==> config.mk <==
export PLATFORM = sky130hd
export DESIGN_NAME = uart_send_char
export DESIGN_NICKNAME = d
export VERILOG_FILES = /design/src/rtl/uart_mon_pkg.sv /design/src/rtl/nibble_to_ascii.sv /design/src/rtl/uart_send_char.sv
export SDC_FILE = /design/constraint.sdc
export NUM_CORES = 1
export LEC_CHECK = 0
export BUFFER_PORTS_ARGS = -buffer_cell sky130_fd_sc_hd__buf_4
export CAP_MARGIN = 10
export CELL_PAD_IN_SITES_DETAIL_PLACEMENT = 1
export CELL_PAD_IN_SITES_GLOBAL_PLACEMENT = 2
export CORE_MARGIN = 2
export CORE_UTILIZATION = 33
export CTS_CLUSTER_SIZE = 12
export DETAILED_ROUTE_END_ITERATION = 16
export PLACE_DENSITY_LB_ADDON = 0.1
export SKIP_CTS_REPAIR_TIMING = 1
export SYNTH_ARGS = -nofsm -noshare
export SYNTH_HDL_FRONTEND = slang
export SYNTH_HIERARCHICAL = 1
export SYNTH_SLANG_ARGS = --single-unit
==> constraint.sdc <==
create_clock -name clk -period 2.5 [get_ports clk]
set_input_delay 0.375 -clock clk [delete_from_list [all_inputs] [get_ports clk]]
set_output_delay 0.375 -clock clk [all_outputs]
set_load 0.03 [all_outputs]
==> src/rtl/uart_mon_pkg.sv <==
// rtl/uart_mon_pkg.sv - shared ASCII constants and TX state encodings for the UART monitor
package uart_mon_pkg;

    localparam logic [7:0] ASCII_CR = 8'h0d;
    localparam logic [7:0] ASCII_LF = 8'h0a;
    localparam logic [7:0] ASCII_SP = 8'h20;
    localparam logic [7:0] ASCII_0  = 8'h30;
    localparam logic [7:0] ASCII_A  = 8'h61;

    localparam logic [3:0] NIB_LAST = 4'd8;

    typedef enum logic [2:0] {
        TX_IDLE,
        TX_LOAD,
        TX_SEND,
        TX_GAP,
        TX_WAIT
    } tx_state_e;

    typedef enum logic [1:0] {
        SRC_ECHO,
        SRC_CRLF,
        SRC_WORD
    } tx_src_e;

endpackage

==> src/rtl/nibble_to_ascii.sv <==
// rtl/nibble_to_ascii.sv - 4-bit value to lowercase ASCII hex digit
module nibble_to_ascii
    import uart_mon_pkg::*;
(
    input  logic [3:0] nib,
    output logic [7:0] ascii
);

    always_comb begin
        if (nib < 4'd10) begin
            ascii = ASCII_0 + {4'd0, nib};
        end else begin
            ascii = ASCII_A + {4'd0, nib} - 8'd10;
        end
    end

endmodule

==> src/rtl/uart_send_char.sv <==
// rtl/uart_send_char.sv - converts echo, CR/LF and hex-word requests into single UART chars
module uart_send_char
    import uart_mon_pkg::*;
(
    input  logic        clk,
    input  logic        rst,
    input  logic [7:0]  echo_char,
    input  logic        echo_en,
    input  logic        crlf_in,
    input  logic [31:0] word_data,
    input  logic        word_en,
    input  logic        tx_ready,
    output logic [7:0]  tx_data,
    output logic        tx_en,
    output logic        word_ready,
    output logic        send_busy,
    output logic        req_drop
);

    tx_state_e   state_q, state_d;
    tx_src_e     src_q, src_d, load_src;
    logic        echo_pend_q, echo_pend_d;
    logic [7:0]  echo_reg_q, echo_reg_d;
    logic        crlf_pend_q, crlf_pend_d;
    logic        word_pend_q, word_pend_d;
    logic [31:0] word_reg_q, word_reg_d;
    logic [3:0]  nib_cnt_q, nib_cnt_d;
    logic        crlf_cnt_q, crlf_cnt_d;
    logic [7:0]  tx_data_q, tx_data_d;
    logic        tx_en_q, tx_en_d;
    logic        req_drop_q, req_drop_d;

    logic [31:0] word_shift;
    logic [7:0]  nib_char;
    logic        echo_req;
    logic        echo_clr, crlf_clr, word_clr;

    assign word_shift = word_reg_q << {nib_cnt_q[2:0], 2'b00};
    assign echo_req   = echo_en && (echo_char != ASCII_CR);

    nibble_to_ascii u_nib (
        .nib   (word_shift[31:28]),
        .ascii (nib_char)
    );

    // A sequence already under way keeps the transmitter until its last char.
    always_comb begin
        if (crlf_cnt_q) begin
            load_src = SRC_CRLF;
        end else if (nib_cnt_q != 4'd0) begin
            load_src = SRC_WORD;
        end else if (echo_pend_q) begin
            load_src = SRC_ECHO;
        end else if (crlf_pend_q) begin
            load_src = SRC_CRLF;
        end else begin
            load_src = SRC_WORD;
        end
    end

    always_comb begin
        state_d     = state_q;
        src_d       = src_q;
        echo_pend_d = echo_pend_q;
        echo_reg_d  = echo_reg_q;
        crlf_pend_d = crlf_pend_q;
        word_pend_d = word_pend_q;
        word_reg_d  = word_reg_q;
        nib_cnt_d   = nib_cnt_q;
        crlf_cnt_d  = crlf_cnt_q;
        tx_data_d   = tx_data_q;
        tx_en_d     = 1'b0;
        req_drop_d  = 1'b0;
        echo_clr    = 1'b0;
        crlf_clr    = 1'b0;
        word_clr    = 1'b0;

        case (state_q)
            TX_IDLE: begin
                if (echo_pend_q || crlf_pend_q || word_pend_q) begin
                    state_d = TX_LOAD;
                end
            end
            TX_LOAD: begin
                src_d   = load_src;
                state_d = TX_SEND;
                case (load_src)
                    SRC_ECHO: tx_data_d = echo_reg_q;
                    SRC_CRLF: tx_data_d = crlf_cnt_q ? ASCII_LF : ASCII_CR;
                    default:  tx_data_d = (nib_cnt_q == NIB_LAST) ? ASCII_SP : nib_char;
                endcase
            end
            TX_SEND: begin
                if (tx_ready) begin
                    tx_en_d = 1'b1;
                    state_d = TX_GAP;
                end
            end
            TX_GAP: begin
                state_d = TX_WAIT;
            end
            TX_WAIT: begin
                if (tx_ready) begin
                    state_d = TX_IDLE;
                    case (src_q)
                        SRC_ECHO: echo_clr = 1'b1;
                        SRC_CRLF: begin
                            if (!crlf_cnt_q) begin
                                crlf_cnt_d = 1'b1;
                                state_d    = TX_LOAD;
                            end else begin
                                crlf_cnt_d = 1'b0;
                                crlf_clr   = 1'b1;
                            end
                        end
                        default: begin
                            if (nib_cnt_q == NIB_LAST) begin
                                nib_cnt_d = 4'd0;
                                word_clr  = 1'b1;
                            end else begin
                                nib_cnt_d = nib_cnt_q + 4'd1;
                                state_d   = TX_LOAD;
                            end
                        end
                    endcase
                end
            end
            default: state_d = TX_IDLE;
        endcase

        // Slot-full test uses the registered flag, so a request colliding with completion is refused.
        if (echo_req) begin
            if (echo_pend_q) begin
                req_drop_d = 1'b1;
            end else begin
                echo_pend_d = 1'b1;
                echo_reg_d  = echo_char;
            end
        end
        if (echo_clr) echo_pend_d = 1'b0;

        if (crlf_in && !crlf_pend_q) crlf_pend_d = 1'b1;
        if (crlf_clr) crlf_pend_d = 1'b0;

        if (word_en) begin
            if (word_pend_q) begin
                req_drop_d = 1'b1;
            end else begin
                word_pend_d = 1'b1;
                word_reg_d  = word_data;
            end
        end
        if (word_clr) word_pend_d = 1'b0;
    end

    always_ff @(posedge clk) begin
        if (rst) begin
            state_q     <= TX_IDLE;
            src_q       <= SRC_ECHO;
            echo_pend_q <= 1'b0;
            echo_reg_q  <= 8'd0;
            crlf_pend_q <= 1'b0;
            word_pend_q <= 1'b0;
            word_reg_q  <= 32'd0;
            nib_cnt_q   <= 4'd0;
            crlf_cnt_q  <= 1'b0;
            tx_data_q   <= 8'd0;
            tx_en_q     <= 1'b0;
            req_drop_q  <= 1'b0;
        end else begin
            state_q     <= state_d;
            src_q       <= src_d;
            echo_pend_q <= echo_pend_d;
            echo_reg_q  <= echo_reg_d;
            crlf_pend_q <= crlf_pend_d;
            word_pend_q <= word_pend_d;
            word_reg_q  <= word_reg_d;
            nib_cnt_q   <= nib_cnt_d;
            crlf_cnt_q  <= crlf_cnt_d;
            tx_data_q   <= tx_data_d;
            tx_en_q     <= tx_en_d;
            req_drop_q  <= req_drop_d;
        end
    end

    assign tx_data    = tx_data_q;
    assign tx_en      = tx_en_q;
    assign req_drop   = req_drop_q;
    assign word_ready = ~word_pend_q;
    assign send_busy  = (state_q != TX_IDLE) | echo_pend_q | crlf_pend_q | word_pend_q;

endmodule

==> results of run 1 <==
[final timing paths]
kind	endpoint	slack, ns	depth (start not counted)
worst max-delay path	tx_data[3]$_SDFFE_PP0P_	0.26	7
worst min-delay path	word_reg_q[8]$_SDFFE_PP0P_	0.29	3
worst max register to register	tx_data[3]$_SDFFE_PP0P_	0.26	7
worst min register to register	word_reg_q[9]$_SDFFE_PP0P_	0.46	2
[cells in the mapped netlist, types with 2 or more instances]
| cell type | number | area [µm²] |
|---|---|---|
| ha_1 | 3 | 37.5 |
| nand2_1 | 73 | 274 |
| nor3_1 | 7 | 35.0 |
| a311oi_1 | 3 | 26.3 |
| nor2b_1 | 5 | 31.3 |
| buf_4 | 5 | 37.5 |
| o21ai_0 | 4 | 20.0 |
| nor3b_1 | 2 | 15.0 |
| a21oi_1 | 42 | 210 |
| nand3_1 | 3 | 15.0 |
| a221oi_1 | 3 | 26.3 |
| mux2i_1 | 8 | 80.1 |
| inv_1 | 8 | 30.0 |
| mux4_2 | 8 | 180 |
| clkbuf_1 | 13 | 48.8 |
| a22oi_1 | 4 | 30.0 |
| buf_6 | 2 | 22.5 |
| nand3b_1 | 5 | 37.5 |
| buf_2 | 5 | 25.0 |
| dfxtp_1 | 63 | 1260 |
| mux2_2 | 4 | 45.0 |
| xnor2_1 | 2 | 17.5 |
| conb_1 | 2 | 7.51 |
| nor2_1 | 26 | 97.6 |
| a21o_1 | 2 | 15.0 |
| or4b_1 | 2 | 20.0 |
| a211oi_1 | 6 | 45.0 |
[stage by stage]
step | util (%) | hold WS (ns) | std cells
floorplan | - | 0.433 | 334
global placement | 39.2 | 0.448 | 478
detailed placement | 39.2 | 0.448 | 478
CTS | 41.8 | 0.264 | 494
global route | 41.8 | 0.274 | 494
finish | 41.8 | 0.285 | 494
[sequential cells by signal, indices dropped and copies added (netlist names)]
| signal | count |
|---|---|
| req_drop | 1 |
| echo_pend_q | 1 |
| src_q | 2 |
| crlf_pend_q | 1 |
| word_reg_q | 32 |
| tx_en | 1 |
| word_pend_q | 1 |
| state_q | 3 |
| nib_cnt_q | 4 |
| crlf_cnt_q | 1 |
| tx_data | 8 |
| echo_reg_q | 8 |
[worst min-delay path, cell delays in order]
cell and delay (ns):
buf_4 0.11, nand2_1 0.04, a21oi_1 0.05
[power groups by stage]
stage	Combinational, µW	Clock [µW]	Sequential (µW)
final	456	1000	1160
after CTS	463	1040	1160
after detailed placement	461	0	1180
after global placement	455	0	1180
after floorplan	284	0	1190
after global routing	507	1080	1170
[logic make-up (layout without fill, tap and decap cells)]
logic type,after synthesis,after routing,synth area share (%)
xor+xnor,3,3,1.14
mux,20,20,10.3
fa+ha+maj,3,3,1.27
simple gates,133,133,22.0
other cells,2,2,0.254
flops,63,63,42.7
buf+inv,35,87,5.80
compound gates,75,75,16.6
[per-layer routing]
layer | GRT usage [%] | up-vias | routed length [µm]
met5 | 0 | - | 0
met1 | 22.1 | 1192 | 3620
met4 | 4.74 | 0 | 71
met3 | 4.18 | 6 | 287
met2 | 26.1 | 44 | 3550
li1 | - | 1252 | -
[layout make-up]
| cell class | instances | area [µm²] | share of cell area [%] |
|---|---|---|---|
| Clock buffer | 13 | 159 | 4.36 |
| Clock inverter | 3 | 65.1 | 1.79 |
| Inverter | 9 | 33.8 | 0.927 |
| Multi-Input combinational cell | 236 | 1530 | 41.8 |
| Sequential cell | 63 | 1260 | 34.6 |
| Tap cell | 108 | 135 | 3.71 |
| Timing Repair Buffer | 62 | 465 | 12.8 |
==> metrics.yaml, run 1 <==
status:
  status: "finished, final reports clean"
global_routing:
  grt_start_max_net_pins: 67
  grt_overflow: 0
  grt_pass1_wl_um: 12700
  antenna_found_initial: 0
  grt_pass1_vias: 2527
  track_usage_pct: 16.4
placed_design:
  pre_cts_ws_ns: 0.258
  dp_hpwl_um: 5420
  place.gp.congestion: 0.779
  placed_cell_area_um2: 3420
  port-buffer-count: 57
critical_path:
  startpoint: "nib_cnt_q[0]$_SDFFE_PP0P_"
  end_kind: "register"
  cp_top_family: "multiplexers"
  critPathLaunchType: "register"
  r2r-start: "nib_cnt_q[0]$_SDFFE_PP0P_"
  crit_chain: "buf_4 > mux4_2 > mux2_2 > nor3b_1 > o21bai_1 > a21oi_1 > o41ai_2"
  critPathKind: "register to register"
  cp_num_buf_inv: 1
  arrival_ns: 2.49
  critPathMaxFanout: 6
  max_stage_delay_ns: 0.50
  crit_slowest_cell: "mux4_2"
  worstPathRequired_ns: 2.75
yosys:
  postSynth.asyncResetShare_pct: 0
  yosysSeqAreaShare_pct: 42.7
  avgSynthCellArea_um2: 8.85
  syn_nets: 383
  ys_dominant_reg_cell: "dfxtp_1"
  ys_types: 51
  yosys_warnings: 6
  netlist_instances: 334
  netlist_area_um2: 2960
  synth_edf_count: 0
  ys_ff_latch: 63
routing:
  detail_route.vias_per_cell: 5.05
  first_pass_iters: 4
  drt_wl_total_um: 7520
  drcViolationCount: 0
  vias: 2494
  avgRoutedWirePerCell_um: 15.2
  ant_nets: 0
  drtIter0Drc: 58
sta:
  slew_headroom_pct: 52.3
  fin_tns_setup_ns: 0
  timing.final.hold_violations: 0
  finalCritPeriodShare_pct: 89.5
  fin_skew_ns: 0.0105
  max_freq_mhz: 447
  final.min_clock_period_ns: 2.24
  finalMaxSlewViolations: 0
  setup_slack_ns: 0.263
  rsz0062_at_grt: "no"
  setup_violations: 0
  worst_pin_slew_ns: 0.715
final_layout:
  final_layout_size_suffix_gt1_share_pct: 26.2
  fin_nets: 430
  stdcell_area_um2: 3640
  final_common_cell: "nand2_1"
  num_antenna_cells: 0
  final_cell_mix: "nand2_1 (73), dfxtp_1 (63), buf_4 (62)"
  fillers: 1045
  syn2layout_area_growth_pct: 23.3
die:
  core_area_um2: 8720
  start_util_pct: 33.9
  fp.dieW_um: 98.6
  ios: 58
  die_area_um2: 9730
  placementRows: 34
  die_h_um: 98.6
power:
  p_int_uw: 1910
  p_sw_uw: 709
  comb_power_share_pct: 17.4
  switching_share_pct: 27.1
  p_leak_uw: 0.00143
  power_density_nw_per_um2: 718
  pwr-share-clk_pct: 38.3
  power_frac_seq_pct: 44.3
  peakVddDrop_uv: 253
  fin_total_pwr_uw: 2620
cts:
  clock-sinks: 63
  cts-root-buf: "clkbuf_8"
  insertion_delay_ns: 0.34
  cts_buffer_depth: 2
  cts_buffers: 9
  cts_tree: "built"
  h-tree-depth: 3
  clk_pin_slew_worst_paths_ns: 0.07
hold_path:
  hp-start: "word_data[8]"
  hp-class: "input pin to register"
run:
  max_cap_violations: 0
(Power assumes the default switching activity.)
==> inputs of run 2 (changes only) <==
--- a/config.mk
+++ b/config.mk
@@ -6,13 +6,13 @@
 export NUM_CORES = 1
 export LEC_CHECK = 0
 export BUFFER_PORTS_ARGS = -buffer_cell sky130_fd_sc_hd__buf_4
-export CAP_MARGIN = 10
+export CAP_MARGIN = 20
 export CELL_PAD_IN_SITES_DETAIL_PLACEMENT = 1
 export CELL_PAD_IN_SITES_GLOBAL_PLACEMENT = 2
-export CORE_MARGIN = 2
 export CORE_UTILIZATION = 33
 export CTS_CLUSTER_SIZE = 12
 export DETAILED_ROUTE_END_ITERATION = 16
+export GPL_ROUTABILITY_DRIVEN = 0
 export PLACE_DENSITY_LB_ADDON = 0.1
 export SKIP_CTS_REPAIR_TIMING = 1
 export SYNTH_ARGS = -nofsm -noshare
==> run 2 against run 1 <==
Against the previous run:
- clock power decreased by 12%
- flip-flop and latch count stayed put
- sequential share of layout area grew 0.26 points
- via count decreased by 0.36%
- critical path depth did not move
- register-to-register slack barely moved
- total power is 4.8% lower
- design area down 0.65%
- first-iteration DRC count up 28%
- die area shrank 4.0%
- non-clock buffer count unchanged
- largest cell class unchanged
- largest power group unchanged
==> metrics.yaml, run 2 (synthesis results as in run 1) <==
routing:
  vias: 2485
  ant_nets: 0
  drtIter0Drc: 74
  first_pass_iters: 5
  drt_wl_total_um: 7220
  avgRoutedWirePerCell_um: 14.6
  detail_route.vias_per_cell: 5.03
  drcViolationCount: 0
critical_path:
  cp_num_buf_inv: 1
  reg2reg_slack_ns: 0.26
  arrival_ns: 2.48
  r2r_cells: 7
  critPathMaxFanout: 6
  end_kind: "register"
  r2r-start: "nib_cnt_q[1]$_SDFFE_PP0P_"
  critPathLaunchType: "register"
  crit_slowest_cell: "mux4_2"
  worstPathRequired_ns: 2.74
  critPathKind: "register to register"
  max_stage_delay_ns: 0.48
  cp_top_family: "multiplexers"
  r2r-end: "tx_data[0]$_SDFFE_PP0P_"
  crit_chain: "buf_4 > mux4_2 > mux2_2 > o21a_4 > xnor2_2 > a22oi_1 > a211oi_1"
final_layout:
  stdcell_area_um2: 3620
  num_antenna_cells: 0
  fin_nets: 430
  utilization_pct: 41.7
  final_layout_size_suffix_gt1_share_pct: 26.7
  largest_reg_flops: 32
  fillers: 1039
  regMostFlops: "word_reg_q"
  final_cell_mix: "nand2_1 (73), dfxtp_1 (62), buf_4 (62)"
  syn2layout_area_growth_pct: 22.5
  final_common_cell: "nand2_1"
die:
  die_area_um2: 9340
  die_h_um: 96.6
  fp.dieW_um: 96.6
  start_util_pct: 34.1
  ios: 58
  core_area_um2: 8680
  placementRows: 34
cts:
  h-tree-depth: 3
  cts_buffer_depth: 2
  insertion_delay_ns: 0.34
  cts-root-buf: "clkbuf_8"
  clock-sinks: 63
  clk_pin_slew_worst_paths_ns: 0.08
  cts_buffers: 9
  cts_tree: "built"
power:
  peakVddDrop_uv: 284
  power_density_nw_per_um2: 688
  p_leak_uw: 0.00141
sta:
  fin_skew_ns: 0.0131
  timing.final.hold_violations: 0
  rsz0062_at_grt: "no"
  slew_headroom_pct: 52.9
  fin_tns_setup_ns: 0
  finalCritPeriodShare_pct: 89.6
  final.min_clock_period_ns: 2.24
  hold_slack_ns: 0.274
  setup_violations: 0
  worst_pin_slew_ns: 0.707
  finalMaxSlewViolations: 0
  max_freq_mhz: 446
global_routing:
  grt_overflow: 0
  grt_pass1_vias: 2493
  track_usage_pct: 16.4
  antenna_found_initial: 0
  grt_pass1_wl_um: 12400
  grt_start_max_net_pins: 67
placed_design:
  dp_hpwl_um: 5260
  port-buffer-count: 57
  placed_cell_area_um2: 3420
run:
  max_cap_violations: 0
hold_path:
  hold_end: "word_reg_q[11]$_SDFFE_PP0P_"
  hp-class: "input pin to register"
  hp-start: "word_data[11]"
  hold_path_depth: 3
status:
  status: "finished, final reports clean"
run 2: changes by cell type in the layout (fill, tap and decap cells not counted), sizes merged:
cell,previous run,this run
bufinv,2,1
clkbuf,13,11
clkinvlp,0,3
run 2: worst max-delay path by stage:
stage	startpoint	end	slack, ns	cells after the start
after floorplan	nib_cnt_q[0]$_SDFFE_PP0P_	tx_data[2]$_SDFFE_PP0P_	0.32	9
after global placement	nib_cnt_q[0]$_SDFFE_PP0P_	tx_data[3]$_SDFFE_PP0P_	0.24	7
after detailed placement	nib_cnt_q[0]$_SDFFE_PP0P_	tx_data[3]$_SDFFE_PP0P_	0.16	7
after CTS	nib_cnt_q[0]$_SDFFE_PP0P_	tx_data[3]$_SDFFE_PP0P_	0.14	7
after global routing	nib_cnt_q[1]$_SDFFE_PP0P_	tx_data[2]$_SDFFE_PP0P_	0.04	8
final	nib_cnt_q[1]$_SDFFE_PP0P_	tx_data[0]$_SDFFE_PP0P_	0.26	7
run 2: metrics by stage:
stage          cells  worst slack, ns  power [µW]
2_1_floorplan    334            0.324        1480
3_3_place_gp     478            0.244        1630
3_5_place_dp     478            0.156        1640
4_1_cts          494            0.135        2530
5_1_grt          494           0.0352        2630
6_report         494            0.260        2490
run 2: layer usage:
layer | share of wire, % | up-vias | global-route usage [%]
met1 | 46 | 1185 | 20.7
met2 | 50 | 41 | 27.8
met5 | 0 | - | 0
met4 | 0.54 | 0 | 3.44
met3 | 3.6 | 4 | 4.84
li1 | - | 1255 | -
run 2: cell type report:
type                       instances  area (µm²)  area share (%)
multi-input combinational        236        1530            42.1
sequential                        63        1260            34.9
timing repair buffer              62         465            12.9
clock buffer                      11         141            3.90
tap                              108         135            3.73
clock inverter                     5        57.6            1.59
inverter                           9        33.8           0.933
run 2: where the power goes:
part / internal, µW / switching [µW] / leakage (µW) / total [µW]
registers: 1090 / 71.7 / 0.000517 / 1160
clock network: 486 / 394 / 0.0000916 / 880
logic: 204 / 248 / 0.000797 / 452
run 2: worst reg2reg max path, delay by kind of cell, from the launching register on:
kind | cells | cell delay [ns]
AO/OA/AOI/OAI | 3 | 0.59
XOR/XNOR | 1 | 0.13
buffers and inverters | 1 | 0.19
flip-flops | 1 | 0.44
multiplexers | 2 | 0.80
